**src/rtl/fetch_pkg.sv**
```systemverilog
// Shared types for the instruction-fetch front end.
package fetch_pkg;

   typedef enum logic [1:0] {
      IDLE   = 2'd0,
      FETCH  = 2'd1,
      DRAIN  = 2'd2,
      HALTED = 2'd3
   } state_t;

   localparam int PC_STEP = 4;

   typedef struct packed {
      logic [31:0] pc;
      logic [31:0] instr;
   } entry_t;

endpackage

```
**src/rtl/fetch_sequencer_if.sv**
```systemverilog
// Instruction-memory read port plus the fetch-to-decode valid/ready handshake.
interface fetch_sequencer_if #(
   parameter int ADDR_WIDTH = 6
);
   logic [ADDR_WIDTH+1:0] imem_addr;
   logic [31:0]           imem_rdata;
   logic                  if_valid;
   logic                  if_ready;
   logic [31:0]           if_instr;
   logic [31:0]           if_pc;

   modport master (
      output imem_addr,
      input  imem_rdata,
      output if_valid,
      input  if_ready,
      output if_instr,
      output if_pc
   );

   modport slave (
      input  imem_addr,
      output imem_rdata,
      input  if_valid,
      output if_ready,
      input  if_instr,
      input  if_pc
   );
endinterface

```
**src/rtl/fetch_buffer.sv**
```systemverilog
// Small FIFO of {pc, instr} entries; flush beats push, and push+pop while full is legal.
module fetch_buffer
   import fetch_pkg::*;
#(
   parameter int DEPTH = 2,
   parameter int CNT_W = $clog2(DEPTH) + 1
) (
   input  logic             clock,
   input  logic             resetn,
   input  logic             i_push,
   input  logic             i_pop,
   input  logic             i_flush,
   input  entry_t           i_wr_data,
   output entry_t           o_head,
   output logic [CNT_W-1:0] o_count,
   output logic             o_full,
   output logic             o_empty
);
   localparam int PTR_W = $clog2(DEPTH);

   entry_t           r_mem [DEPTH];
   entry_t           r_hold;
   logic [PTR_W-1:0] r_wr_ptr;
   logic [PTR_W-1:0] r_rd_ptr;
   logic [CNT_W-1:0] r_count;

   logic w_do_pop;
   logic w_do_push;

   assign o_empty   = (r_count == '0);
   assign o_full    = (r_count == CNT_W'(DEPTH));
   assign o_count   = r_count;
   assign w_do_pop  = i_pop && !o_empty;
   assign w_do_push = i_push && !i_flush && (!o_full || w_do_pop);

   // When empty, the last presented head is held so decode never sees stale slots.
   assign o_head = o_empty ? r_hold : r_mem[r_rd_ptr];

   always_ff @(posedge clock) begin
      if (w_do_push)
         r_mem[r_wr_ptr] <= i_wr_data;
   end

   always_ff @(posedge clock or negedge resetn) begin
      if (!resetn) begin
         r_wr_ptr <= '0;
         r_rd_ptr <= '0;
         r_count  <= '0;
         r_hold   <= '0;
      end else begin
         if (!o_empty)
            r_hold <= r_mem[r_rd_ptr];
         if (i_flush) begin
            r_wr_ptr <= '0;
            r_rd_ptr <= '0;
            r_count  <= '0;
         end else begin
            if (w_do_push)
               r_wr_ptr <= r_wr_ptr + PTR_W'(1);
            if (w_do_pop)
               r_rd_ptr <= r_rd_ptr + PTR_W'(1);
            case ({w_do_push, w_do_pop})
               2'b10:   r_count <= r_count + CNT_W'(1);
               2'b01:   r_count <= r_count - CNT_W'(1);
               default: r_count <= r_count;
            endcase
         end
      end
   end
endmodule

```
**src/rtl/fetch_sequencer.sv**
```systemverilog
// Fetch controller: owns the PC, sequences start/halt, and flushes on redirects.
module fetch_sequencer
   import fetch_pkg::*;
#(
   parameter int          ADDR_WIDTH = 6,
   parameter logic [31:0] RESET_PC   = 32'd0,
   parameter int          BUF_DEPTH  = 2
) (
   input  logic              clock,
   input  logic              resetn,
   input  logic              i_start,
   input  logic              i_halt_req,
   input  logic              i_redirect_valid,
   input  logic [31:0]       i_redirect_pc,
   output logic              o_busy,
   output logic [1:0]        o_state,
   fetch_sequencer_if.master bus
);
   localparam int PC_W  = ADDR_WIDTH + 2;
   localparam int CNT_W = $clog2(BUF_DEPTH) + 1;

   state_t           r_state;
   state_t           w_state_next;
   logic [PC_W-1:0]  r_pc;
   logic [PC_W-1:0]  w_pc_next;

   entry_t           w_wr_entry;
   entry_t           w_head;
   logic [CNT_W-1:0] w_count;
   logic             w_full;
   logic             w_empty;
   logic             w_pop;
   logic             w_push;
   logic             w_empty_after;
   logic             w_unused_pc_bits;

   assign w_unused_pc_bits = ^{i_redirect_pc[31:PC_W], i_redirect_pc[1:0]};

   assign w_pop  = !w_empty && bus.if_ready;
   assign w_push = (r_state == FETCH) && !i_redirect_valid && !i_halt_req
                   && (!w_full || w_pop);

   // Only consulted while halting or draining, where no push can occur.
   assign w_empty_after = i_redirect_valid || w_empty
                          || (w_count == CNT_W'(1) && w_pop);

   assign w_wr_entry.pc    = 32'(r_pc);
   assign w_wr_entry.instr = bus.imem_rdata;

   fetch_buffer #(
      .DEPTH (BUF_DEPTH),
      .CNT_W (CNT_W)
   ) u_buffer (
      .clock     (clock),
      .resetn    (resetn),
      .i_push    (w_push),
      .i_pop     (w_pop),
      .i_flush   (i_redirect_valid),
      .i_wr_data (w_wr_entry),
      .o_head    (w_head),
      .o_count   (w_count),
      .o_full    (w_full),
      .o_empty   (w_empty)
   );

   always_comb begin
      w_state_next = r_state;
      w_pc_next    = r_pc;
      case (r_state)
         IDLE, HALTED: if (i_start) w_state_next = FETCH;
         FETCH:        if (i_halt_req) w_state_next = w_empty_after ? HALTED : DRAIN;
         DRAIN:        if (w_empty_after) w_state_next = HALTED;
         default:      w_state_next = IDLE;
      endcase
      if (i_redirect_valid)
         w_pc_next = {i_redirect_pc[PC_W-1:2], 2'b00};
      else if (w_push)
         w_pc_next = r_pc + PC_W'(PC_STEP);
   end

   always_ff @(posedge clock or negedge resetn) begin
      if (!resetn) begin
         r_state <= IDLE;
         r_pc    <= RESET_PC[PC_W-1:0];
      end else begin
         r_state <= w_state_next;
         r_pc    <= w_pc_next;
      end
   end

   assign bus.imem_addr = r_pc;
   assign bus.if_valid  = !w_empty;
   assign bus.if_instr  = w_head.instr;
   assign bus.if_pc     = w_head.pc;
   assign o_busy        = (r_state == FETCH) || (r_state == DRAIN);
   assign o_state       = r_state;
endmodule

```
**src/flat_wrapper.sv**
```systemverilog
// flat-port wrapper written by rule: the top's interface ports become plain ports
module fetch_sequencer_flat import fetch_pkg::*;
#(
   parameter int          ADDR_WIDTH = 6,
   parameter logic [31:0] RESET_PC   = 32'd0,
   parameter int          BUF_DEPTH  = 2
)
  (clock, resetn, i_start, i_halt_req, i_redirect_valid, i_redirect_pc, o_busy, o_state, bus_imem_addr, bus_imem_rdata, bus_if_valid, bus_if_ready, bus_if_instr, bus_if_pc);
  fetch_sequencer_if #(.ADDR_WIDTH(ADDR_WIDTH)) bus_i ();
  input  logic clock;
  input  logic resetn;
  input  logic i_start;
  input  logic i_halt_req;
  input  logic i_redirect_valid;
  input  logic [31:0] i_redirect_pc;
  output logic o_busy;
  output logic [1:0] o_state;
  output wire logic [$bits(bus_i.imem_addr)-1:0] bus_imem_addr;
  input wire logic [$bits(bus_i.imem_rdata)-1:0] bus_imem_rdata;
  output wire logic [$bits(bus_i.if_valid)-1:0] bus_if_valid;
  input wire logic [$bits(bus_i.if_ready)-1:0] bus_if_ready;
  output wire logic [$bits(bus_i.if_instr)-1:0] bus_if_instr;
  output wire logic [$bits(bus_i.if_pc)-1:0] bus_if_pc;
  assign bus_imem_addr = bus_i.imem_addr;
  assign bus_i.imem_rdata = bus_imem_rdata;
  assign bus_if_valid = bus_i.if_valid;
  assign bus_i.if_ready = bus_if_ready;
  assign bus_if_instr = bus_i.if_instr;
  assign bus_if_pc = bus_i.if_pc;
  fetch_sequencer #(.ADDR_WIDTH(ADDR_WIDTH), .RESET_PC(RESET_PC), .BUF_DEPTH(BUF_DEPTH)) u_core (.clock(clock), .resetn(resetn), .i_start(i_start), .i_halt_req(i_halt_req), .i_redirect_valid(i_redirect_valid), .i_redirect_pc(i_redirect_pc), .o_busy(o_busy), .o_state(o_state), .bus(bus_i));
endmodule
```
**config.mk**
```make
export PLATFORM = sky130hd
export DESIGN_NAME = fetch_sequencer_flat
export DESIGN_NICKNAME = d
export VERILOG_FILES = /design/src/rtl/fetch_pkg.sv /design/src/rtl/fetch_sequencer_if.sv /design/src/rtl/fetch_buffer.sv /design/src/rtl/fetch_sequencer.sv /design/src/flat_wrapper.sv
export SDC_FILE = /design/constraint.sdc
export NUM_CORES = 1
export LEC_CHECK = 0
export BUFFER_PORTS_ARGS = -buffer_cell sky130_fd_sc_hd__buf_2
export CAP_MARGIN = 10
export CORE_ASPECT_RATIO = 2
export CORE_MARGIN = 2
export CORE_UTILIZATION = 40
export CTS_BUF_LIST = sky130_fd_sc_hd__clkbuf_8 sky130_fd_sc_hd__clkbuf_16
export DETAILED_ROUTE_END_ITERATION = 16
export GPL_TIMING_DRIVEN = 0
export HOLD_SLACK_MARGIN = 0.1
export PLACE_DENSITY_LB_ADDON = 0.1
export SETUP_SLACK_MARGIN = 0.3
export SLEW_MARGIN = 15
export SYNTH_ARGS = -nofsm -noshare
export SYNTH_HDL_FRONTEND = slang
export SYNTH_SLANG_ARGS = --single-unit
```
**constraint.sdc**
```tcl
create_clock -name clock -period 5.35 [get_ports clock]
set_input_delay 1.07 -clock clock [delete_from_list [all_inputs] [get_ports clock]]
set_output_delay 1.07 -clock clock [all_outputs]
set_load 0.005 [all_outputs]
```
==> impl_metrics.py, run 1 <==
metrics = {
    "synth": {
        "ys_seq_area_share_pct": 74.2,
        "syn_inst": 380,
        "ys.flop_type": "edfxtp_1",
        "synthMuxAreaShare_pct": 7.10,
        "synthSimpleGateAreaFrac_pct": 7.52,
        "synth_compound_area_share_pct": 6.17,
        "synth_adder_area_share_pct": 1.33,
        "synth_top_family_by_area": "simple AND/OR/NAND/NOR gates",
        "synth_edf_count": 76,
        "ys_seq_elements": 152,
        "syn_area_mm2": 0.00564,
        "synth_xor_area_share_pct": 1.24,
        "synth.avg_cell_area_um2": 14.8,
        "synth_warnings": 0,
        "synth_cell_types": 32,
        "async_flop_share_pct": 50.0,
    },
    "floorplanning": {
        "core.rowCount": 61,
        "dieArea_mm2": 0.0151,
        "core_mm2": 0.0138,
        "die_h_um": 172,
        "start_util_pct": 40.8,
        "die_w_um": 87.9,
        "io_pins": 146,
    },
    "timing": {
        "finalHoldViolCount": 0,
        "fin_crit_sh_pct": 66.8,
        "relSlewSlack_pct": 56.7,
        "worstMarginPinSlew_ps": 647,
        "fin_skew_ps": 10.5,
        "slew_violations": 0,
        "finalCriticalPeriod_ps": 3570,
        "setup_violations": 0,
        "rsz0062_at_grt": "no",
        "fmax_ghz": 0.280,
    },
    "worst_setup_path": {
        "crit-reg2reg-launch": "u_core.u_buffer.o_count[0]",
        "cp_max_fo": 10,
        "crit_required_ps": 4280,
        "critical_path_class": "reg2out",
        "endpoint_kind": "output port",
        "arrival_ps": 2500,
        "startpoint": "u_core.u_buffer.o_count[0]",
        "crit_path_start_kind": "flop",
    },
    "pwr": {
        "power.total_mw": 3.65,
        "power_density_mw_per_mm2": 513,
        "seqPwrFrac_pct": 41.4,
        "p_leak_nw": 3.06,
        "comb_power_share_pct": 28.2,
        "peakVddDrop_mv": 0.224,
        "switchingPower_mw": 1.15,
        "switching_share_pct": 31.5,
        "intPower_mw": 2.50,
        "clkPwrFrac_pct": 30.4,
    },
    "clock_tree": {
        "cts_sinks": 152,
        "post_cts_buffers": 0,
        "cts_hold_buf": 0,
        "clk_pin_slew_ps": 60,
        "cts_root_buf": "clkbuf_16",
        "htreeDepth": 4,
        "tritoncts": "done",
        "cts_buffers": 17,
        "cts_resized": 0,
        "clkLatencyLatePin_ps": 410,
        "cts_buffer_depth": 2,
    },
    "worst_hold_path": {
        "hold_path.class": "reg2reg",
        "hp-start": "u_core.u_buffer.r_hold[41]",
    },
    "route": {
        "drtIter0Drc": 99,
        "ant_nets": 0,
        "wl_um": 11300,
        "num_vias": 3392,
        "first_pass_iters": 5,
        "routedWlPerCell_um": 15.6,
        "via_per_inst": 4.68,
        "drc": 0,
    },
    "global_route": {
        "grt_max_degree": 47,
        "track_usage_pct": 15.8,
        "grt_pass1_vias": 3655,
        "grt_pass1_wl_um": 17900,
        "antenna_found_initial": 0,
        "grt_overflow_total": 0,
    },
    "layout": {
        "diodes": 0,
        "design_area_mm2": 0.00712,
        "nNetsFinal": 599,
        "final_cell_mix": "119 x buf_2, 76 x dfrtp_1, 76 x edfxtp_1",
        "areaGrowthSynthToFinish_pct": 26.3,
        "utilization_pct": 51.6,
        "mostFrequentLayoutCell": "buf_2",
        "final_layout_size_suffix_gt1_share_pct": 31.2,
    },
    "place": {
        "portBuffers": 117,
        "place_area_mm2": 0.00657,
        "hpwl_um": 8330,
        "routabilityCongestion": 0.683,
    },
    "status": {
        "status": "complete, no violations",
    },
    "flow_run": {
        "maxCapViolations": 0,
    },
}
-- synthesized netlist by cell type (all sizes together), types with 3 or more instances --
master,n,area [µm²]
dfrtp,76,1900
edfxtp,76,2280
nand2,47,176
o21ai,44,220
mux2i,40,400
and2,26,163
buf,11,67.6
clkbuf,10,37.5
a211oi,7,75.1
inv,7,26.3
xnor2,7,61.3
ha,6,75.1
nor2,6,22.5
a21oi,5,36.3
nand2b,3,26.3
-- flip-flops by register name, summed over array words and instances (netlist names) --
name / cells
u_core.o_state: 2
u_core.u_buffer.r_wr_ptr: 1
u_core.bus.imem_addr: 6
u_core.u_buffer.o_count: 2
u_core.u_buffer.r_mem: 76
u_core.u_buffer.r_rd_ptr: 1
u_core.u_buffer.r_hold: 64
-- cells by family after synthesis --
| logic type | after synthesis |
|---|---|
| AO/OA/AOI/OAI | 58 |
| XOR/XNOR | 8 |
| adder cells (fa/ha/maj) | 6 |
| buffers and inverters | 28 |
| flip-flops | 152 |
| multiplexers | 40 |
| other | 1 |
| AND/OR/NAND/NOR | 87 |
-- worst max-delay path: stages, from the launching register on --
cell      delay (ps)
dfrtp_1          420
inv_1             90
ha_1             290
clkbuf_1         430
clkbuf_1         440
nand2_1           80
o21ai_0          150
buf_2            180
-- per-stage QoR --
stage                     cells  setup slack [ps]  hold WS, ps  TNS, ps
after floorplan             381               521          478        0
after global placement      687             -1650          464   -62590
after detailed placement    693              2110          468        0
after CTS                   725              1640          483        0
after global routing        725              1510          501        0
final                       725              1780          480        0
-- layer usage --
layer | wire length (µm) | vias to the layer above | GRT usage, %
met5 | 0 | - | 0
li1 | - | 1620 | -
met2 | 6490 | 91 | 29.7
met3 | 508 | 16 | 3.87
met4 | 185 | 0 | 6.22
met1 | 4140 | 1665 | 16.4
-- cell type report --
class / instances / area, µm²
repair buffers: 123 / 684
flip-flops and latches: 152 / 4180
clock inverters: 15 / 129
plain buffers: 21 / 105
multi-input cells: 201 / 1330
fillers: 1232 / 6690
well taps: 189 / 236
clock buffers: 17 / 425
inverters: 7 / 26.3
-- path summary, 6_finish.rpt --
path                                           endpoint  slack [ps]  depth (start not counted)
max in group asynchronous    u_core.u_buffer.r_hold[21]        4150                          2
max                                    bus_if_instr[21]        1780                          7
min in group asynchronous    u_core.u_buffer.r_hold[55]         610                          1
max reg2reg                u_core.u_buffer.r_mem[0][15]        2610                          8
min                          u_core.u_buffer.r_hold[41]         480                          1
min reg2reg                  u_core.u_buffer.r_hold[41]         480                          1
-- power groups by stage --
stage	clock network (mW)	registers, mW	logic [mW]
final	1.11	1.51	1.03
after CTS	1.13	1.51	1.07
after floorplan	0	1.52	0.592
after global placement	0	1.53	1.03
after global routing	1.18	1.53	1.17
after detailed placement	0	1.53	1.06
No activity file was read; power rests on OpenSTA's default activity.
==> inputs of run 2 (changes only) <==
==> constraint.sdc (replaced) <==
create_clock -name clock -period 3.2 [get_ports clock]
set_input_delay 0.64 -clock clock [delete_from_list [all_inputs] [get_ports clock]]
set_output_delay 0.64 -clock clock [all_outputs]
set_load 0.005 [all_outputs]
==> impl_metrics.py, run 2 (synthesized netlist as in run 1, its figures left out) <==
metrics = {
    "route": {
        "num_vias": 3369,
        "drc": 0,
        "first_pass_iters": 6,
        "via_per_inst": 4.65,
        "wl_um": 11500,
        "drtIter0Drc": 130,
        "ant_nets": 0,
        "routedWlPerCell_um": 15.9,
    },
    "clock_tree": {
        "cts_root_buf": "clkbuf_16",
        "clkLatencyLatePin_ps": 410,
        "tritoncts": "done",
        "cts_buffer_depth": 2,
        "cts_sinks": 152,
        "htreeDepth": 4,
        "clk_pin_slew_ps": 60,
        "cts_buffers": 17,
    },
    "floorplanning": {
        "start_util_pct": 40.8,
        "core.rowCount": 61,
        "die_w_um": 87.9,
        "die_h_um": 172,
        "io_pins": 146,
        "dieArea_mm2": 0.0151,
        "core_mm2": 0.0138,
    },
    "worst_setup_path": {
        "endpoint_kind": "output port",
        "reg2reg_depth": 7,
        "crit_chain": "inv_1 > ha_2 > clkbuf_4 > clkbuf_2 > nand2_1 > o21ai_0 > buf_2",
        "cp_max_fo": 10,
        "crit_path_start_kind": "flop",
        "crit-reg2reg-launch": "u_core.u_buffer.o_count[0]",
        "max_stage_delay_ps": 410,
        "endpoint": "bus_if_instr[13]",
        "worst-path-stages": 7,
        "crit_required_ps": 2560,
        "critical_path_class": "reg2out",
        "startpoint": "u_core.u_buffer.o_count[0]",
        "r2r_slack_ps": 800,
        "path_buf_inv": 4,
        "cp_top_family": "buffers and inverters",
        "r2r_end": "u_core.u_buffer.r_mem[1][18]",
        "cp_slowest_cell": "dfrtp_1",
        "arrival_ps": 2050,
    },
    "pwr": {
        "comb_power_share_pct": 27.9,
        "switching_share_pct": 30.8,
        "p_leak_nw": 3.11,
        "switchingPower_mw": 1.94,
        "seqPwrFrac_pct": 40.3,
        "peakVddDrop_mv": 0.399,
        "clkPwrFrac_pct": 31.8,
        "power.total_mw": 6.28,
        "power_density_mw_per_mm2": 873,
        "intPower_mw": 4.35,
    },
    "global_route": {
        "grt_pass1_vias": 3578,
        "grt_max_degree": 45,
        "antenna_found_initial": 0,
        "track_usage_pct": 16.1,
        "grt_overflow_total": 0,
        "grt_pass1_wl_um": 18100,
    },
    "timing": {
        "finalCriticalPeriod_ps": 2690,
        "setup_violations": 0,
        "finalHoldViolCount": 0,
        "fin_skew_ps": 13.1,
        "setup_ws_ps": 505,
        "slew_violations": 0,
        "rsz0062_at_grt": "no",
        "fmax_ghz": 0.371,
        "worstMarginPinSlew_ps": 528,
        "timing.setup.tns_ps": 0,
        "fin_crit_sh_pct": 84.2,
        "relSlewSlack_pct": 64.8,
    },
    "flow_run": {
        "maxCapViolations": 0,
    },
    "layout": {
        "final_cell_mix": "119 x buf_2, 76 x dfrtp_1, 76 x edfxtp_1",
        "areaGrowthSynthToFinish_pct": 27.7,
        "fillerInstances": 1215,
        "largest_register_ffs": 76,
        "regMostFlops": "u_core.u_buffer.r_mem",
        "final_layout_size_suffix_gt1_share_pct": 32.5,
        "diodes": 0,
        "finalNonFillerCells": 724,
        "nNetsFinal": 598,
        "mostFrequentLayoutCell": "buf_2",
    },
    "place": {
        "portBuffers": 117,
        "dp_worst_setup_slack_ps": 412,
        "dp.cells": 692,
        "routabilityCongestion": 0.701,
        "hpwl_um": 8310,
    },
    "worst_hold_path": {
        "hold_path.class": "in2async",
    },
    "status": {
        "status": "complete, no violations",
    },
}
-- run 2: cell count changes in the layout (fill, tap and decap cells not counted), moves of 2 or more --
cell	delta
buf_6	-3
clkinvlp_4	-5
clkbuf_16	+2
clkbuf_1	-5
clkbuf_2	+3
clkinv_4	+2
clkbuf_8	+2
buf_8	+3
inv_4	+2
clkbuf_4	+2
-- run 2: worst min-delay path by stage --
stage | start | to | slack, ps | cells after the start
2_1_floorplan | resetn | u_core.bus.imem_addr[2] | 340 | 0
3_3_place_gp | u_core.u_buffer.r_hold[56] | u_core.u_buffer.r_hold[56] | 460 | 1
3_5_place_dp | u_core.u_buffer.r_hold[33] | u_core.u_buffer.r_hold[33] | 470 | 1
4_1_cts | resetn | u_core.u_buffer.r_hold[55] | 200 | 1
5_1_grt | resetn | u_core.u_buffer.r_hold[55] | 200 | 1
6_report | resetn | u_core.u_buffer.r_hold[55] | 190 | 1
-- run 2: area by class of cell --
class                      count  area [µm²]  share of cell area (%)
timing repair buffer         122         688                    9.56
clock buffer                  21         503                    6.99
inverter                       7        26.3                   0.365
sequential                   152        4180                    58.1
clock inverter                11         105                    1.46
tap                          189         236                    3.28
multi-input combinational    201        1340                    18.6
buffer                        21         116                    1.62
-- run 2: layer usage --
layer	track usage [%]	vias to the layer above	wire length (µm)
li1	-	1618	-
met1	16.6	1641	4220
met2	29.4	91	6450
met3	4.44	19	561
met4	7.56	0	248
met5	0	-	0
-- run 2: power groups by stage --
stage	Combinational [mW]	Sequential [mW]	Clock, mW
2_1_floorplan	0.994	2.54	0
3_3_place_gp	1.72	2.56	0
3_5_place_dp	1.79	2.57	0
4_1_cts	1.81	2.53	2.04
5_1_grt	1.99	2.57	2.13
6_report	1.76	2.53	2.00
-- run 2: metrics by stage --
stage | hold slack [ps] | area, µm² | utilization [%]
final | 187 | 7200 | 52.1
after global routing | 199 | 7200 | 52.1
after CTS | 196 | 7190 | 52.1
after detailed placement | 468 | 6580 | 47.6
after global placement | 464 | 6470 | 46.9
after floorplan | 344 | 5650 | -
-- run 2: worst reg2reg max path: stages, from the launching register on --
cell and delay [ps]:
dfrtp_1 400, inv_1 90, ha_2 230, nand2b_4 150
buf_6 140, a21oi_4 270, and3b_2 570, buf_16 240
-- run 2: repair_timing --
item / CTS / global route
gates cloned: 0 / 0
gates resized for setup: 5 / 5
hold endpoints to repair: 0 / 0
hold buffers: 0 / 0
setup endpoints to repair: 65 / 30
setup buffers: 0 / 0
